### config.mk
export PLATFORM = sky130hd
export DESIGN_NAME = bcd_counter4
export DESIGN_NICKNAME = d
export VERILOG_FILES = /design/src/rtl/bcd_pkg.sv /design/src/rtl/bcd_digit.sv /design/src/rtl/bcd_counter4.sv
export SDC_FILE = /design/constraint.sdc
export NUM_CORES = 1
export LEC_CHECK = 0
export CORE_ASPECT_RATIO = 1.2
export CORE_UTILIZATION = 57
export CTS_CLUSTER_DIAMETER = 200
export DETAILED_ROUTE_END_ITERATION = 8
export DONT_BUFFER_PORTS = 1
export PLACE_DENSITY = 0.75
export SLEW_MARGIN = 5
export SYNTH_ARGS = -nofsm -noshare
export SYNTH_HDL_FRONTEND = slang
export SYNTH_SLANG_ARGS = --single-unit
### constraint.sdc
create_clock -name clk -period 1.8 [get_ports clk]
set_input_delay 0.18 -clock clk [delete_from_list [all_inputs] [get_ports clk]]
set_output_delay 0.18 -clock clk [all_outputs]
set_load 0.05 [all_outputs]
### src/rtl/bcd_pkg.sv
// Shared BCD types, constants and the nibble saturation helper for the
// four-digit counter.
package bcd_pkg;

    typedef logic [3:0] bcd_t;

    localparam bcd_t BCD_MAX    = 4'd9;
    localparam int   NUM_DIGITS = 4;

    // Out-of-range load nibbles are clamped to 9 so a digit never leaves 0..9
    function automatic bcd_t bcd_sat(input logic [3:0] v);
        return (v > BCD_MAX) ? BCD_MAX : v;
    endfunction

endpackage

### src/rtl/bcd_digit.sv
// One decade of the counter: up/down BCD digit with load and a ripple
// carry/borrow chain (count_in from the lower digit, count_out to the next).
module bcd_digit
    import bcd_pkg::*;
(
    input  logic i_clk,
    input  logic i_reset,
    input  logic i_load,
    input  bcd_t i_load_val,
    input  logic i_count_in,
    input  logic i_up,
    output bcd_t o_digit,
    output logic o_count_out
);

    bcd_t r_digit;

    // Propagate to the next digit only when this one is about to roll over
    assign o_count_out = i_count_in && (i_up ? (r_digit == BCD_MAX) : (r_digit == 4'd0));
    assign o_digit     = r_digit;

    always_ff @(posedge i_clk) begin
        if (i_reset) begin
            r_digit <= 4'd0;
        end else if (i_load) begin
            r_digit <= bcd_sat(i_load_val);
        end else if (i_count_in) begin
            if (i_up) begin
                r_digit <= (r_digit == BCD_MAX) ? 4'd0 : r_digit + 4'd1;
            end else begin
                r_digit <= (r_digit == 4'd0) ? BCD_MAX : r_digit - 4'd1;
            end
        end
    end

endmodule

### src/rtl/bcd_counter4.sv
// Four-digit BCD up/down counter with prescaler, load, wrap pulse and lamp test.
// Define LEADING_ZERO_BLANK_EN to blank leading zero digits (digit 0 always shown).
module bcd_counter4
    import bcd_pkg::*;
#(
    parameter int DIV = 50_000_000
) (
    input  logic        clk,
    input  logic        reset,
    input  logic        en,
    input  logic        up,
    input  logic        load,
    input  logic [15:0] load_val,
    input  logic        test_in,
    output logic [15:0] digits,
    output logic [3:0]  blank,
    output logic        test_out,
    output logic        wrap
);

    localparam int PW = (DIV > 1) ? $clog2(DIV) : 1;
    localparam logic [PW-1:0] PRESC_LAST = PW'(DIV - 1);

    logic [PW-1:0]         r_presc;
    logic                  r_wrap;
    logic                  r_test;
    logic                  w_tick;
    logic [NUM_DIGITS:0]   w_carry;
    bcd_t                  w_digit [NUM_DIGITS];

    // A load in the same cycle swallows the tick so the loaded value is exact
    assign w_tick     = en && (r_presc == PRESC_LAST) && !load;
    assign w_carry[0] = w_tick;

    always_ff @(posedge clk) begin
        if (reset || load) begin
            r_presc <= '0;
        end else if (en) begin
            r_presc <= (r_presc == PRESC_LAST) ? '0 : r_presc + PW'(1);
        end
    end

    for (genvar i = 0; i < NUM_DIGITS; i++) begin : g_digit
        bcd_digit u_digit (
            .i_clk       (clk),
            .i_reset     (reset),
            .i_load      (load),
            .i_load_val  (load_val[4*i +: 4]),
            .i_count_in  (w_carry[i]),
            .i_up        (up),
            .o_digit     (w_digit[i]),
            .o_count_out (w_carry[i+1])
        );
        assign digits[4*i +: 4] = w_digit[i];
    end

    // Carry out of the top digit means 9999->0000 or 0000->9999
    always_ff @(posedge clk) begin
        if (reset) begin
            r_wrap <= 1'b0;
            r_test <= 1'b0;
        end else begin
            r_wrap <= w_carry[NUM_DIGITS];
            r_test <= test_in;
        end
    end

    assign wrap     = r_wrap;
    assign test_out = r_test;

    always_comb begin
        blank = 4'b0000;
`ifdef LEADING_ZERO_BLANK_EN
        blank[3] = (w_digit[3] == 4'd0);
        blank[2] = blank[3] && (w_digit[2] == 4'd0);
        blank[1] = blank[2] && (w_digit[1] == 4'd0);
`endif
    end

endmodule
# Word level (Yosys, flattened, before mapping)
# Cells that the tools add are included.
[op_classes] n_addsub=9 order_cmp=4 n_eq_ne=5 n_mux=29 n_reduce_logical=16
[op_table] operator="2-to-1 mux 4 bit" count=24
[op_table] operator="adder 26 x 1 -> 26 bit (second input constant)" count=1
[op_table] operator="equality test 26 bit (second input constant)" count=1
[op_table] operator="2-to-1 mux 26 bit" count=1
[op_table] operator="adder 4 x 1 -> 4 bit (second input constant)" count=4
[op_table] operator="equality test 4 bit (second input constant)" count=4
[op_table] operator="greater-than comparator 4 bit (second input constant)" count=4
[op_table] operator="zero test 4 bit" count=4
[op_table] operator="subtractor 4 x 1 -> 4 bit (second input constant)" count=4
[op_table] operator="nonzero test 2 bit" count=4
[op_table] operator="logical AND 1 bit" count=6
[op_table] operator="2-to-1 mux 1 bit" count=4
[op_table] operator="zero test 1 bit" count=1
[op_table] operator="logical OR 1 bit" count=1
[totals] regBits=44 input_bits=22 output_inout_bits=22 word_cells=70

# Logic depth before layout (Yosys ltp)
[logic_depth] ltp_word=8 depth_mapped=8 mapped_depth_nobuf=6

# Cells and area by module
# From an unflattened synthesis, not the netlist that was laid out.
[unflattened] hier_cells=322 hier_area_um2=2757.6
[modules_own_cells] mod="bcd_counter4" instances=1 cells_per_inst=162 area_each_um2=1411.4 seq_area_each_um2=560.5
[modules_own_cells] mod="bcd_digit" instances=4 cells_per_inst=40 area_each_um2=336.6 seq_area_each_um2=80.1

# Worst setup path before layout
# Ideal clock, no wire load.
[synth_path] kind="register to register" start="reg g_digit[1].u_digit.r_digit[0]" end="reg g_digit[3].u_digit.r_digit[0]" setup_ps=120 t_arrival_ps=2058 required_ps=1680 slack_ps=-378 stages_incl_launch_ff=7 n_path_buf=1 cell_sequence="dfxtp_1 > buf_2 > and3_1 > o21ai_1 > nor4b_2 > a2111oi_0 > a211o_1"
[synth_between] elab_chain_cells=5
[synth_lines] element="start, declared" line_no="bcd_digit.sv:16" source="bcd_t r_digit;"
[synth_lines] element="start signal, assigned" line_no="bcd_digit.sv:26" source="r_digit <= bcd_sat(i_load_val);"
[synth_lines] element="start signal, assigned" line_no="bcd_digit.sv:29" source="r_digit <= (r_digit == BCD_MAX) ? 4'd0 : r_digit + 4'd1;"
[synth_lines] element="start signal, assigned" line_no="bcd_digit.sv:31" source="r_digit <= (r_digit == 4'd0) ? BCD_MAX : r_digit - 4'd1;"
[synth_lines] element="equality test 4 bit or zero test 4 bit (tied branches)" line_no="bcd_digit.sv:19" source="assign o_count_out = i_count_in && (i_up ? (r_digit == BCD_MAX) : (r_digit == 4'd0));"
[synth_lines] element="2-to-1 mux 1 bit (*)" line_no="bcd_digit.sv:19"
[synth_lines] element="logical AND 1 bit (*) (2 in a row)" line_no="bcd_digit.sv:19"
[synth_lines] element="nonzero test 2 bit (no line) (*)"
[synth_lines] element="end signal, assigned" line_no="bcd_digit.sv:26"
[synth_lines] element="end signal, assigned" line_no="bcd_digit.sv:29"
[synth_lines] element="end signal, assigned" line_no="bcd_digit.sv:31"
[synth_lines] element="end, declared" line_no="bcd_digit.sv:16"
# Mark *: on every way between the ends. The rest lies on a longest branch, timed or not.
# A chain may end at the register's enable or synchronous reset.

# Worst setup path after layout
[layout_path] start="reg r_presc[7]" end="reg g_digit[3].u_digit.r_digit[2]"
[layout_between] elab_chain_cells=7
[layout_lines] element="start, declared" line_no="bcd_counter4.sv:24" source="logic [PW-1:0] r_presc;"
[layout_lines] element="start signal, assigned" line_no="bcd_counter4.sv:39" source="r_presc <= (r_presc == PRESC_LAST) ? '0 : r_presc + PW'(1);"
[layout_lines] element="equality test 26 bit" line_no="bcd_counter4.sv:32" source="assign w_tick = en && (r_presc == PRESC_LAST) && !load;"
[layout_lines] element="logical AND 1 bit (2 in a row)" line_no="bcd_counter4.sv:32"
[layout_lines] element="logical AND 1 bit (3 in a row)" line_no="bcd_digit.sv:19"
[layout_lines] element="nonzero test 2 bit (no line)"
# Every way passes these cells.

==> flow_results.org <==
** Die
- For this configuration, the core starts out at a cell density of 0.597.
- The floorplan step set the die width to 65.6 um.
- Die Y :: 78.3 um
- Row Count :: 27
- Overall die area :: 0.00513 sq mm
- I/O pin cnt :: 44
- The total area inside the core boundary comes to 0.00463 sq mm.

** Finish
- Share of layout cells above drive strength 1 :: 0.337
- Commonest non-fill, non-tap cell in the layout :: sky130_fd_sc_hd__buf_4
- Most frequent cells in the layout :: 49 x sky130_fd_sc_hd__buf_4, 43 x sky130_fd_sc_hd__nor2_1, 24 x sky130_fd_sc_hd__xnor2_1
- The number of antenna diodes in the final layout is 0.
- After filler insertion, the fill cell instance count of the layout stands at 300.
- The multi-input combinational cells in the finished layout cover a total of 0.00193 sq mm.
- Core utilization of the finished layout :: 0.795
- Sequential standard cell area :: 923 sq um
- Net count reported at finish :: 420
- Signed area change from the synthesized netlist to the final layout :: 33.2%

** Synthesis
- Counting flops and latches in the post-synthesis netlist gives 44.
- For this run, the register share of the synthesized area comes to 0.319.
- The cell area that synthesis handed to floorplanning was 0.00276 sq mm.
- Summed over all instances, the cell type with the most area after synthesis is sky130_fd_sc_hd__dfxtp_1.
- Share of the synthesized area in the top cell type :: 0.319
- Warnings from Yosys :: 0
- Distinct cell type count after synthesis :: 60
- Among all flip-flop cells after synthesis, the most frequent one is sky130_fd_sc_hd__dfxtp_1.
- Gate count after technology mapping :: 352
- Post-synthesis async set-or-reset flop share :: 0
- Number of flops mapped to enable cells by yosys :: 0
- Dominant cells by area after synthesis :: sky130_fd_sc_hd__dfxtp_1 32%, sky130_fd_sc_hd__xnor2_1 7.9%, sky130_fd_sc_hd__nor2_1 5.8%, sky130_fd_sc_hd__nand2_1 3.3%, sky130_fd_sc_hd__o21ai_0 3.1%
- Averaged over all synthesized cells, the footprint is 7.85 sq um.

** Routing
- Final wirelength :: 8.28 mm
- For this run, design rule violations remaining after detail routing come to 0.
- Post-detailed-route via-to-cell ratio :: 6.31
- Pre-Repair DR Iteration Count :: 4
- The detail route stage leaves a number of antenna-violating nets equal to 0.
- Via count :: 2878
- After the first detailed-routing iteration, the DRC count stood at 140.
- After detailed routing, the average wire length per cell comes to 18.2 um.

** Power
- The analysis attributes to cell leakage a power of 1.35 nW.
- The completed layout was analyzed and its total power is 2.40 mW.
- For this design the ratio of total power to cell area is 653 mW/mm^2.
- Worst voltage drop across the vdd grid :: 0.511 mV

** Outcome
- The checks that failed: negative setup slack.
- The flow ran to the end, but the final reports show violations.

** Clock network
- Clock-pin slew of the registers on the worst-case setup and hold paths :: 90 ps
- Clock sinks :: 44
- Worst-skew pair later-pin latency :: 310 ps
- The longest clock path from root to sink contains 2 buffers.
- TritonCTS built the clock tree.
- Counting the buffers created by CTS gives 5.
- CTS root buffer :: sky130_fd_sc_hd__clkbuf_8
- The H-tree generated during clock tree synthesis spans 2 levels.

** STA
- For the finished layout, the period the worst path requires is 1960 ps.
- Clock skew on the completed layout was measured at 9.90 ps.
- For the pin with the worst max-slew slack, the measured transition is 736 ps.
- Setup slack on the critical path of the routed design comes to -157 ps.
- Endpoints failing setup :: 2
- Headroom to the max-slew limit came out at 0.507.
- Setup repair after global routing missed its margin :: yes
- Fin crit share :: 1.09
- Total negative slack :: -287 ps
- Final hold vios :: 0
- Max Clock Freq :: 511 MHz
- The max-slew violation total from the final report was 0.

** Global route
- The number of global-route vias before repair is 2630.
- Total Routing Usage GR :: 0.298
- Maximum number of pins on one net before global-route repair :: 31
- Total congestion overflow :: 0
- The initial antenna violation count is 0.
- Wire length of the first global-routing pass :: 11.8 mm

** Critical path
- R2r endpoint :: g_digit[3].u_digit.o_digit[2]
- Depth of the worst register-to-register path :: 6
- Register-to-register setup slack :: -160 ps
- STA classifies the critical path startpoint as a flop.
- The worst setup path is of the reg -> reg kind.
- Data on the critical path is required at its endpoint by 2000 ps.
- The worst setup path is captured at a flop.
- Data arrival time of the critical path :: 2160 ps
- Critical path fanouts, max :: 6
- In this run the critical register-to-register path is launched from r_presc[7].

** Worst hold path
- Counting instances, the worst hold path has a depth of 1.
- Min-Delay Endpoint :: g_digit[2].u_digit.o_digit[1]
- Min-delay src :: load
- Class of the tightest hold or removal check :: in -> reg

** Placed design
- Port buffering added 0 buffers.
- Summed over all nets, the half-perimeter wirelength after detailed placement is 4.99 mm.
- RD Place Congestion :: 0.805

** Flow run
- Max-cap violations in this run came to 0.
synth_stat cells (all sizes together) (6+ instances only):
cell,number
dfxtp,44
nor2,43
xnor2,25
nand2,24
o21ai,20
nor3,16
buf,15
nor4,15
inv,13
clkbuf,12
a21oi,11
nand3,11
and3,9
nand4,9
or2,7
xor2,7
a31oi,6
registers in the layout, summed over array words and instances (netlist names):
signal / flops
r_presc: 26
g_digit.u_digit.o_digit: 16
test_out: 1
wrap: 1
per-layer routing:
metal | track usage | wire length (um) | up-vias
met4 | 0.128 | 409 | 0
met2 | 0.556 | 4410 | 110
li1 | - | - | 1346
met1 | 0.309 | 3080 | 1381
met5 | 0 | 0 | -
met3 | 0.0669 | 386 | 41
worst max-delay path, cell delays in order (launching register included):
cell,delay (ps)
sky130_fd_sc_hd__dfxtp_2,350
sky130_fd_sc_hd__buf_6,130
sky130_fd_sc_hd__nand4b_1,200
sky130_fd_sc_hd__nand4b_1,280
sky130_fd_sc_hd__nor4_2,430
sky130_fd_sc_hd__nand4_1,180
sky130_fd_sc_hd__a32o_1,270
power by group:
group | switching (mW) | total, mW | leakage, nW | internal, mW
registers | 0.0427 | 1.04 | 0.370 | 0.997
clock network | 0.364 | 0.946 | 0.0747 | 0.583
logic | 0.260 | 0.415 | 0.905 | 0.155
total | 0.667 | 2.40 | 1.35 | 1.73
logic make-up after synthesis:
logic type	after synthesis	synth area share
other	1	0.00136
multiplexers	4	0.0145
AO/OA/AOI/OAI	70	0.170
XOR/XNOR	32	0.101
AND/OR/NAND/NOR	160	0.324
adder cells (fa/ha/maj)	1	0.00453
buffers and inverters	40	0.0648
flip-flops	44	0.319
worst max path at each step:
stage           startpoint                       endpoint  slack [ps]  depth (start not counted)
2_1_floorplan   r_presc[0]  g_digit[0].u_digit.o_digit[1]          -5                          6
3_3_place_gp   r_presc[10]  g_digit[3].u_digit.o_digit[2]          20                          6
3_5_place_dp   r_presc[10]  g_digit[3].u_digit.o_digit[2]         -40                          6
4_1_cts         r_presc[7]  g_digit[3].u_digit.o_digit[2]           7                          6
5_1_grt         r_presc[9]                    r_presc[24]        -250                          6
6_report        r_presc[7]  g_digit[3].u_digit.o_digit[2]        -160                          6
stage by stage:
step	cells	worst slack [ps]	hold slack [ps]	area, sq um
global placement	436	19.4	241	3180
CTS	449	7.28	7.91	3430
floorplan	355	-5.47	288	2850
detailed placement	436	-35.8	243	3180
finish	456	-157	14.4	3680
global route	456	-254	5.96	3680
repair_timing:
| action | in CTS | in global routing |
|---|---|---|
| hold buffers | 5 | 0 |
| buffers inserted | 0 | 5 |
| endpoints found under the hold margin | 12 | 0 |
| setup endpoints to repair | 32 | 39 |
| gates resized for setup | 11 | 45 |
| gates cloned | 0 | 2 |
| pin swaps | 5 | 16 |
cell type report:
cell class                 instances  area share
sequential                        44       0.251
clock inverter                     1     0.00816
clock buffer                       7      0.0323
inverter                          13      0.0133
timing repair buffer              62       0.150
multi-input combinational        271       0.525
tap                               58      0.0197
No activity file was read; power rests on OpenSTA's default activity.
